File: src/rtl/crop_window_filter.sv
// Streaming crop of an IN_ROWS x IN_COLS raster to a per-frame box, with a
// double-buffered box register and a 2-entry registered output skid buffer.
module crop_window_filter #(
  parameter int PIXEL_BIT_WIDTH  = 12,
  parameter int IN_ROWS          = 40,
  parameter int IN_COLS          = 40,
  parameter int IMG_ROW_BITWIDTH = 10,
  parameter int IMG_COL_BITWIDTH = 10
) (
  input  logic                                               clk,
  input  logic                                               reset_n,
  input  logic [PIXEL_BIT_WIDTH-1:0]                         pixel_in_TDATA,
  input  logic                                               pixel_in_TVALID,
  input  logic                                               pixel_in_TUSER,
  output logic                                               pixel_in_TREADY,
  input  logic [2*(IMG_ROW_BITWIDTH+IMG_COL_BITWIDTH)-1:0]   crop_box_TDATA,
  input  logic                                               crop_box_TVALID,
  output logic                                               crop_box_TREADY,
  output logic [PIXEL_BIT_WIDTH-1:0]                         pixel_out_TDATA,
  output logic                                               pixel_out_TVALID,
  output logic                                               pixel_out_TUSER,
  output logic                                               pixel_out_TLAST,
  input  logic                                               pixel_out_TREADY,
  output logic                                               sof_error
);

  localparam int RB    = IMG_ROW_BITWIDTH;
  localparam int CB    = IMG_COL_BITWIDTH;
  localparam int BOX_W = 2 * (RB + CB);
  localparam logic [CB:0]   COLS_EXT = (CB+1)'(IN_COLS);
  localparam logic [RB:0]   ROWS_EXT = (RB+1)'(IN_ROWS);
  localparam logic [CB-1:0] LAST_X   = CB'(IN_COLS - 1);
  localparam logic [RB-1:0] LAST_Y   = RB'(IN_ROWS - 1);

  typedef enum logic {IDLE, ACTIVE} state_t;
  state_t state;

  logic [BOX_W-1:0] shadow;
  logic             shadow_valid;
  logic [CB-1:0]    act_x1, act_xe;
  logic [RB-1:0]    act_y1, act_ye;
  logic             act_empty;
  logic [CB-1:0]    x;
  logic [RB-1:0]    y;

  logic [CB-1:0]    sh_x1, sh_w, sh_xe;
  logic [RB-1:0]    sh_y1, sh_h, sh_ye;
  logic [CB:0]      sh_xlim;
  logic [RB:0]      sh_ylim;
  logic             sh_empty;

  logic             box_fire, in_fire, resync, at_end, in_win, push, pop;
  logic             win_user, win_last;
  logic [CB-1:0]    ex, nx;
  logic [RB-1:0]    ey, ny;

  logic                       spare_valid;
  logic [PIXEL_BIT_WIDTH-1:0] spare_data;
  logic                       spare_user, spare_last;

  assign crop_box_TREADY = ~shadow_valid;
  assign pixel_in_TREADY = (state == ACTIVE) && !spare_valid;

  // Window end points are resolved once, when the shadow box is promoted.
  always_comb begin
    sh_x1   = shadow[CB-1:0];
    sh_y1   = shadow[CB +: RB];
    sh_w    = shadow[CB+RB +: CB];
    sh_h    = shadow[2*CB+RB +: RB];
    sh_xlim = {1'b0, sh_x1} + {1'b0, sh_w};
    sh_ylim = {1'b0, sh_y1} + {1'b0, sh_h};
    if (sh_xlim > COLS_EXT) sh_xlim = COLS_EXT;
    if (sh_ylim > ROWS_EXT) sh_ylim = ROWS_EXT;
    sh_xe    = CB'(sh_xlim - (CB+1)'(1));
    sh_ye    = RB'(sh_ylim - (RB+1)'(1));
    sh_empty = (sh_w == '0) || (sh_h == '0) ||
               ({1'b0, sh_x1} >= COLS_EXT) || ({1'b0, sh_y1} >= ROWS_EXT);
  end

  always_comb begin
    box_fire = crop_box_TVALID && !shadow_valid;
    in_fire  = pixel_in_TVALID && pixel_in_TREADY;
    resync   = pixel_in_TUSER && ((x != '0) || (y != '0));
    ex       = resync ? '0 : x;
    ey       = resync ? '0 : y;
    at_end   = (ex == LAST_X) && (ey == LAST_Y);
    nx       = (ex == LAST_X) ? '0 : ex + CB'(1);
    ny       = ey;
    if (ex == LAST_X) ny = (ey == LAST_Y) ? '0 : ey + RB'(1);
    in_win   = !act_empty && (ex >= act_x1) && (ex <= act_xe) &&
               (ey >= act_y1) && (ey <= act_ye);
    win_user = (ex == act_x1) && (ey == act_y1);
    win_last = (ex == act_xe) && (ey == act_ye);
    push     = in_fire && in_win;
    pop      = pixel_out_TVALID && pixel_out_TREADY;
  end

  always_ff @(posedge clk) begin
    if (!reset_n) begin
      state        <= IDLE;
      shadow       <= '0;
      shadow_valid <= 1'b0;
      act_x1       <= '0;
      act_xe       <= '0;
      act_y1       <= '0;
      act_ye       <= '0;
      act_empty    <= 1'b1;
      x            <= '0;
      y            <= '0;
      sof_error    <= 1'b0;
    end else begin
      sof_error <= in_fire && resync;
      if (box_fire) begin
        shadow       <= crop_box_TDATA;
        shadow_valid <= 1'b1;
      end
      case (state)
        IDLE: begin
          x <= '0;
          y <= '0;
          if (shadow_valid) begin
            act_x1       <= sh_x1;
            act_y1       <= sh_y1;
            act_xe       <= sh_xe;
            act_ye       <= sh_ye;
            act_empty    <= sh_empty;
            shadow_valid <= box_fire;
            state        <= ACTIVE;
          end
        end
        ACTIVE: begin
          if (in_fire) begin
            x <= nx;
            y <= ny;
            if (at_end) begin
              if (shadow_valid) begin
                act_x1       <= sh_x1;
                act_y1       <= sh_y1;
                act_xe       <= sh_xe;
                act_ye       <= sh_ye;
                act_empty    <= sh_empty;
                shadow_valid <= box_fire;
              end else begin
                state <= IDLE;
              end
            end
          end
        end
        default: state <= IDLE;
      endcase
    end
  end

  // Output register is the skid head; the spare slot only fills while stalled,
  // and a full spare is what deasserts pixel_in_TREADY.
  always_ff @(posedge clk) begin
    if (!reset_n) begin
      pixel_out_TVALID <= 1'b0;
      pixel_out_TDATA  <= '0;
      pixel_out_TUSER  <= 1'b0;
      pixel_out_TLAST  <= 1'b0;
      spare_valid      <= 1'b0;
      spare_data       <= '0;
      spare_user       <= 1'b0;
      spare_last       <= 1'b0;
    end else if (pop) begin
      if (spare_valid) begin
        pixel_out_TDATA <= spare_data;
        pixel_out_TUSER <= spare_user;
        pixel_out_TLAST <= spare_last;
        spare_valid     <= 1'b0;
      end else begin
        pixel_out_TVALID <= push;
        pixel_out_TDATA  <= push ? pixel_in_TDATA : pixel_out_TDATA;
        pixel_out_TUSER  <= push && win_user;
        pixel_out_TLAST  <= push && win_last;
      end
    end else if (push) begin
      if (!pixel_out_TVALID) begin
        pixel_out_TVALID <= 1'b1;
        pixel_out_TDATA  <= pixel_in_TDATA;
        pixel_out_TUSER  <= win_user;
        pixel_out_TLAST  <= win_last;
      end else begin
        spare_valid <= 1'b1;
        spare_data  <= pixel_in_TDATA;
        spare_user  <= win_user;
        spare_last  <= win_last;
      end
    end
  end

endmodule

File: config.mk
export PLATFORM = sky130hd
export DESIGN_NAME = crop_window_filter
export DESIGN_NICKNAME = d
export VERILOG_FILES = /design/src/rtl/crop_window_filter.sv
export SDC_FILE = /design/constraint.sdc
export NUM_CORES = 1
export LEC_CHECK = 0
export CORE_MARGIN = 2
export CORE_UTILIZATION = 38
export CTS_CLUSTER_DIAMETER = 100
export DETAILED_ROUTE_END_ITERATION = 8
export SYNTH_ARGS = -nofsm -noshare
export SYNTH_HDL_FRONTEND = slang
export SYNTH_SLANG_ARGS = --single-unit
File: constraint.sdc
create_clock -name clk -period 5.9 [get_ports clk]
set_input_delay 1.77 -clock clk [delete_from_list [all_inputs] [get_ports clk]]
set_output_delay 1.77 -clock clk [all_outputs]
set_load 0.1 [all_outputs]
== Yosys cells after proc, flatten, opt, wreduce, memory -nomap -nowiden ==
Index checks and enable logic that the tools add are counted.
Word-level totals
  register bits after elaboration: 134
  latch bits: 0
  memory bits (writable): 0
  memory bits (read-only): 0
  bits of input ports: 58
  output and inout bits: 18
  word-level logic and storage cells: 139
  memories: 0
Cells by class
  $add $sub $neg: 6
  multipliers: 0
  divide/modulo/power cells: 0
  $lt $le $gt $ge: 8
  eq/ne operators: 10
  shift-type cells: 0
  mux-type cells: 56
  bitwise gates (word level): 4
  reductions and logical operators: 36
Operators with widths (number)
  2-to-1 mux 10 bit: 21
  case mux 10 bit (2 select lines): 6
  2-to-1 mux 12 bit: 5
  == test 10 bit: 4
  adder 10 x 10 -> 11 bit: 2
  > comparator 11 x 6 -> 1 bit (second input constant): 2
  2-to-1 mux 1 bit: 21
  adder 10 x 1 -> 10 bit (second input constant): 2
  == test 10 x 6 -> 1 bit (second input constant): 2
  >= comparator 10 bit: 2
  >= comparator 10 x 6 -> 1 bit (second input constant): 2
  <= comparator 10 bit: 2
  logical NOT 10 bit: 2
  nonzero test 10 bit: 2
  subtractor 10 x 1 -> 10 bit (second input constant): 2
  logical AND 1 bit: 16
  AND reduction 2 bit: 4
  != test 2 x 1 -> 1 bit (second input constant): 3
  case mux 1 bit (2 select lines): 3
  AND reduction 3 bit: 2
  logical OR 1 bit: 4
  NOT 1 bit: 4
  nonzero test 2 bit: 2
  logical NOT 1 bit: 3
  2 further kinds: 2

== Logic depth before layout (Yosys ltp) ==
  depth in word-level cells: 13
  mapped depth: 16
  depth with buffers taken out: 16

== Worst setup path before layout ==
OpenSTA, ideal clock, no wires.
  path type: input port to flip-flop
  from: input pixel_in_TUSER
  to: register spare_data[10]
  library setup time: 0.072 ns
  data arrival time: 4.928 ns
  data required time: 5.828 ns
  slack: 0.901 ns
  stages: 13
  path buffers: 3
  path through: clkbuf_1 -> o41ai_4 -> and2_2 -> ha_1 -> a211oi_1 -> o21ai_0 -> a221o_1 -> a211o_1 -> a211oi_2 -> and3_1 -> buf_2 -> buf_2 -> mux2i_1
Between the ends
  longest elaborated chain between the ends: 9
  elaborated cells on any way between the ends: 13
  classes of those cells: 4 x order compare; 2 x mux; 7 x reduce/logical
RTL lines
  start: declaration: line 14  | input logic pixel_in_TUSER,
  logical AND 1 bit (*): line 83  | resync = pixel_in_TUSER && ((x != '0) || (y != '0));
  2-to-1 mux 10 bit: line 84  | ex = resync ? '0 : x;
  >= comparator 10 bit: line 90  | in_win = !act_empty && (ex >= act_x1) && (ex <= act_xe) &&
  logical AND 1 bit (3 in a row): line 90
  logical AND 1 bit (*): line 91  | (ey >= act_y1) && (ey <= act_ye);
  logical AND 1 bit (*): line 94  | push = in_fire && in_win;
  AND reduction 3 bit (no source line) (*)
  end signal: assignment: line 186  | spare_data <= pixel_in_TDATA;
  end: declaration: line 58  | logic [PIXEL_BIT_WIDTH-1:0] spare_data;
Every way passes the cells marked *; elsewhere a longest branch is shown, timed or not.
A chain may end at the register's enable or synchronous reset.

== Final worst setup path ==
Ends and elaborated chain as after synthesis.

==> impl_metrics.py <==
metrics = {
    "timing": {
        "fmax_mhz": 200,
        "grt_setup_unrepaired": "false",
        "fin_ws_ps": 907,
        "worst_slew_margin_rel": 0.345,
        "fin_worst_hold_slack_ps": 455,
        "period_share": 0.846,
        "drv_slew": 0,
        "worst_slew_pin_slew_ps": 979,
        "tns_ps": 0,
        "fin_crit_ps": 4990,
        "hold_viol_final": 0,
        "setup_viol": 0,
        "finalClockSkew_ps": 7.23,
    },
    "worst_setup_path": {
        "required_ps": 6250,
        "start_kind": "input pin",
        "cp-end-kind": "register",
        "r2r_start": "y[3]",
        "worstPathCellList": "clkdlybuf4s50_1 -> o41ai_4 -> and2_2 -> ha_1 -> a211oi_1 -> o21ai_0 -> a221o_1 -> a211o_1 -> a211oi_2 -> and3_1 -> buf_4 -> mux2i_1",
        "critPathSlowestCell": "clkdlybuf4s50_1",
        "rr_worst_depth": 13,
        "cp.arrival_ps": 5350,
        "critPathMaxStageDelay_ps": 740,
        "crit_type": "input pin to register",
        "cp_max_fo": 12,
        "startpoint": "pixel_in_TUSER",
    },
    "detailed_routing": {
        "wl_mm": 20.1,
        "ant_nets": 0,
        "drc_errors": 0,
        "viasPerCell": 5.30,
        "dr_total_vias": 6899,
        "wl_per_cell_um": 15.4,
        "first_pass_iters": 5,
        "drt-initial-drc-count": 482,
    },
    "clocking": {
        "cts_buffer_depth": 2,
        "cts_resized": 0,
        "cts-root-buf": "clkbuf_16",
        "clock-sinks": 134,
        "worstSkewPairLatency_ps": 430,
        "postCtsHoldBufs": 0,
        "cts_tree": "built",
        "clk_pin_slew_ps": 60,
        "post-cts-setup-buffers": 0,
        "cts_max_level": 4,
        "numCtsBuffers": 17,
    },
    "status": {
        "status": "finished clean",
    },
    "min_path": {
        "hold_class": "register to register",
        "min_path_cells": 2,
        "worstHoldStart": "act_y1[8]",
    },
    "global_routing": {
        "grt_pass1_vias": 6528,
        "grt-ovfl-total": 0,
        "track_usage": 0.201,
        "grt_max_degree": 69,
        "grt_pass1_wl_mm": 33.2,
        "antenna_found_initial": 0,
    },
    "final_layout": {
        "seqCellArea_mm2": 0.00268,
        "fillCellCount": 1946,
        "area_growth_pct": 20.9,
        "multi_input_area_mm2": 0.00444,
        "drive_above_1_share": 0.0685,
        "n_antenna_cell": 0,
        "finalNetCount": 1145,
    },
    "logic_synthesis": {
        "synthDistinctLibCells": 67,
        "synthCells": 960,
        "synth-main-ff-cell": "dfxtp_1",
        "synth_edf_count": 0,
        "yosysWarnings": 0,
        "syn_nets": 1082,
        "async_reset_ff_frac": 0,
        "syn_area_mm2": 0.00753,
        "ys_ff_latch": 134,
        "seq_area_frac_synth": 0.356,
        "syn_avg_cell_area_um2": 7.84,
    },
    "floorplan": {
        "dieArea_mm2": 0.0210,
        "core_mm2": 0.0195,
        "row_count": 51,
        "fp.dieW_um": 145,
        "design.portCount": 76,
        "initial_utilization": 0.387,
        "die_h_um": 145,
    },
    "power_and_ir_drop": {
        "cellInternalPower_uw": 1630,
        "switching_share": 0.299,
        "p_leak_uw": 0.00360,
        "power_switching_uw": 694,
        "peakVddDrop_mv": 0.195,
        "pwr-share-clk": 0.441,
        "power_frac_seq": 0.413,
        "powerDensity_mw_per_mm2": 255,
        "combinationalPowerShare": 0.146,
    },
    "placed_design": {
        "dpl.hpwl_mm": 14.6,
        "routabilityCongestion": 0.845,
        "pre_cts_slack_ps": 489,
        "io_buffer_count": 75,
    },
    "flow_run": {
        "cap_violations": 0,
    },
}
-- cell usage in the layout, fill, tap and decap left out, types with 8 or more instances in the layout --
| master | n |
|---|---|
| inv_1 | 58 |
| clkbuf_16 | 17 |
| o31ai_1 | 14 |
| ha_1 | 62 |
| a211oi_1 | 9 |
| o21ai_0 | 32 |
| a31oi_1 | 20 |
| and3_1 | 10 |
| nand3_1 | 19 |
| nor4_1 | 12 |
| clkdlybuf4s50_1 | 74 |
| dfxtp_1 | 134 |
| mux2i_1 | 15 |
| nor3_1 | 19 |
| nand2b_1 | 8 |
| o21a_1 | 15 |
| a21oi_1 | 94 |
| nand2_1 | 200 |
| nand4_1 | 17 |
| nor2b_1 | 15 |
| a21o_1 | 10 |
| buf_4 | 16 |
| nor2_1 | 50 |
-- final cells by class --
cell class / instances / area share
Tap cell: 265 / 0.0364
Timing Repair Buffer: 91 / 0.0951
Clock buffer: 17 / 0.0467
Sequential cell: 134 / 0.295
Clock inverter: 15 / 0.0148
Inverter: 59 / 0.0245
Multi-Input combinational cell: 720 / 0.488
-- power by group through the flow --
stage,clock network (µW),logic [µW],registers [µW]
2_1_floorplan,0,232,971
6_report,1020,340,959
4_1_cts,1050,341,959
3_3_place_gp,0,336,978
5_1_grt,1090,381,962
3_5_place_dp,0,339,979
-- sequential cells by signal, indices dropped and copies added, names as in the netlist --
name / flops
shadow_valid: 1
x: 10
spare_data: 12
y: 10
spare_user: 1
pixel_out_TUSER: 1
act_xe: 10
sof_error: 1
act_y1: 10
act_empty: 1
pixel_out_TLAST: 1
shadow: 40
pixel_out_TDATA: 12
act_x1: 10
spare_valid: 1
state: 1
act_ye: 10
spare_last: 1
pixel_out_TVALID: 1
-- synthesized netlist by cell type, types with 16 or more instances --
master / instances / area share
clkbuf_1: 40 / 0.020
nor2b_1: 16 / 0.013
inv_1: 59 / 0.029
a31oi_1: 20 / 0.017
a21oi_1: 94 / 0.062
nand3_1: 19 / 0.013
ha_1: 62 / 0.10
nand4_1: 17 / 0.014
nand2_1: 200 / 0.10
nor2_1: 50 / 0.025
dfxtp_1: 134 / 0.36
nor3_1: 19 / 0.013
o21ai_0: 32 / 0.021
-- kinds of logic (layout without fill, tap and decap cells) --
family | count (synthesis) | count (layout) | share of synthesized area
simple gates | 386 | 386 | 0.239
compound gates | 243 | 243 | 0.208
flops | 134 | 134 | 0.356
buf+inv | 106 | 182 | 0.0540
fa+ha+maj | 64 | 64 | 0.108
mux | 15 | 15 | 0.0199
xor+xnor | 12 | 12 | 0.0140
-- metrics by stage --
step	instance area, µm²	utilization	power (µW)	std cells
4_1_cts	9110	0.468	2350	1301
3_3_place_gp	8550	0.439	1310	1269
2_1_floorplan	7530	-	1200	960
5_1_grt	9110	0.468	2430	1301
3_5_place_dp	8550	0.439	1320	1269
6_report	9110	0.468	2320	1301
-- worst paths after layout --
check / to / slack [ps]
max: spare_data[10] / 910
min: act_y1[8] / 450
max reg2reg: spare_data[10] / 1480
min reg2reg: act_y1[8] / 450
-- critical path: cells and delay by family --
kind                       cells  cell delay [ps]
AOI/OAI and AO/OA              6             1490
buffers and inverters          2             1020
and+or+nand+nor                2              540
adders and majority gates      1              290
muxes                          1              230
-- metal layers --
layer / global-route usage / part of all wire
met5: 0 / 0
met2: 0.309 / 0.45
met4: 0.0542 / 0.013
met1: 0.287 / 0.50
met3: 0.0375 / 0.038
No activity file was read; power rests on OpenSTA's default activity.
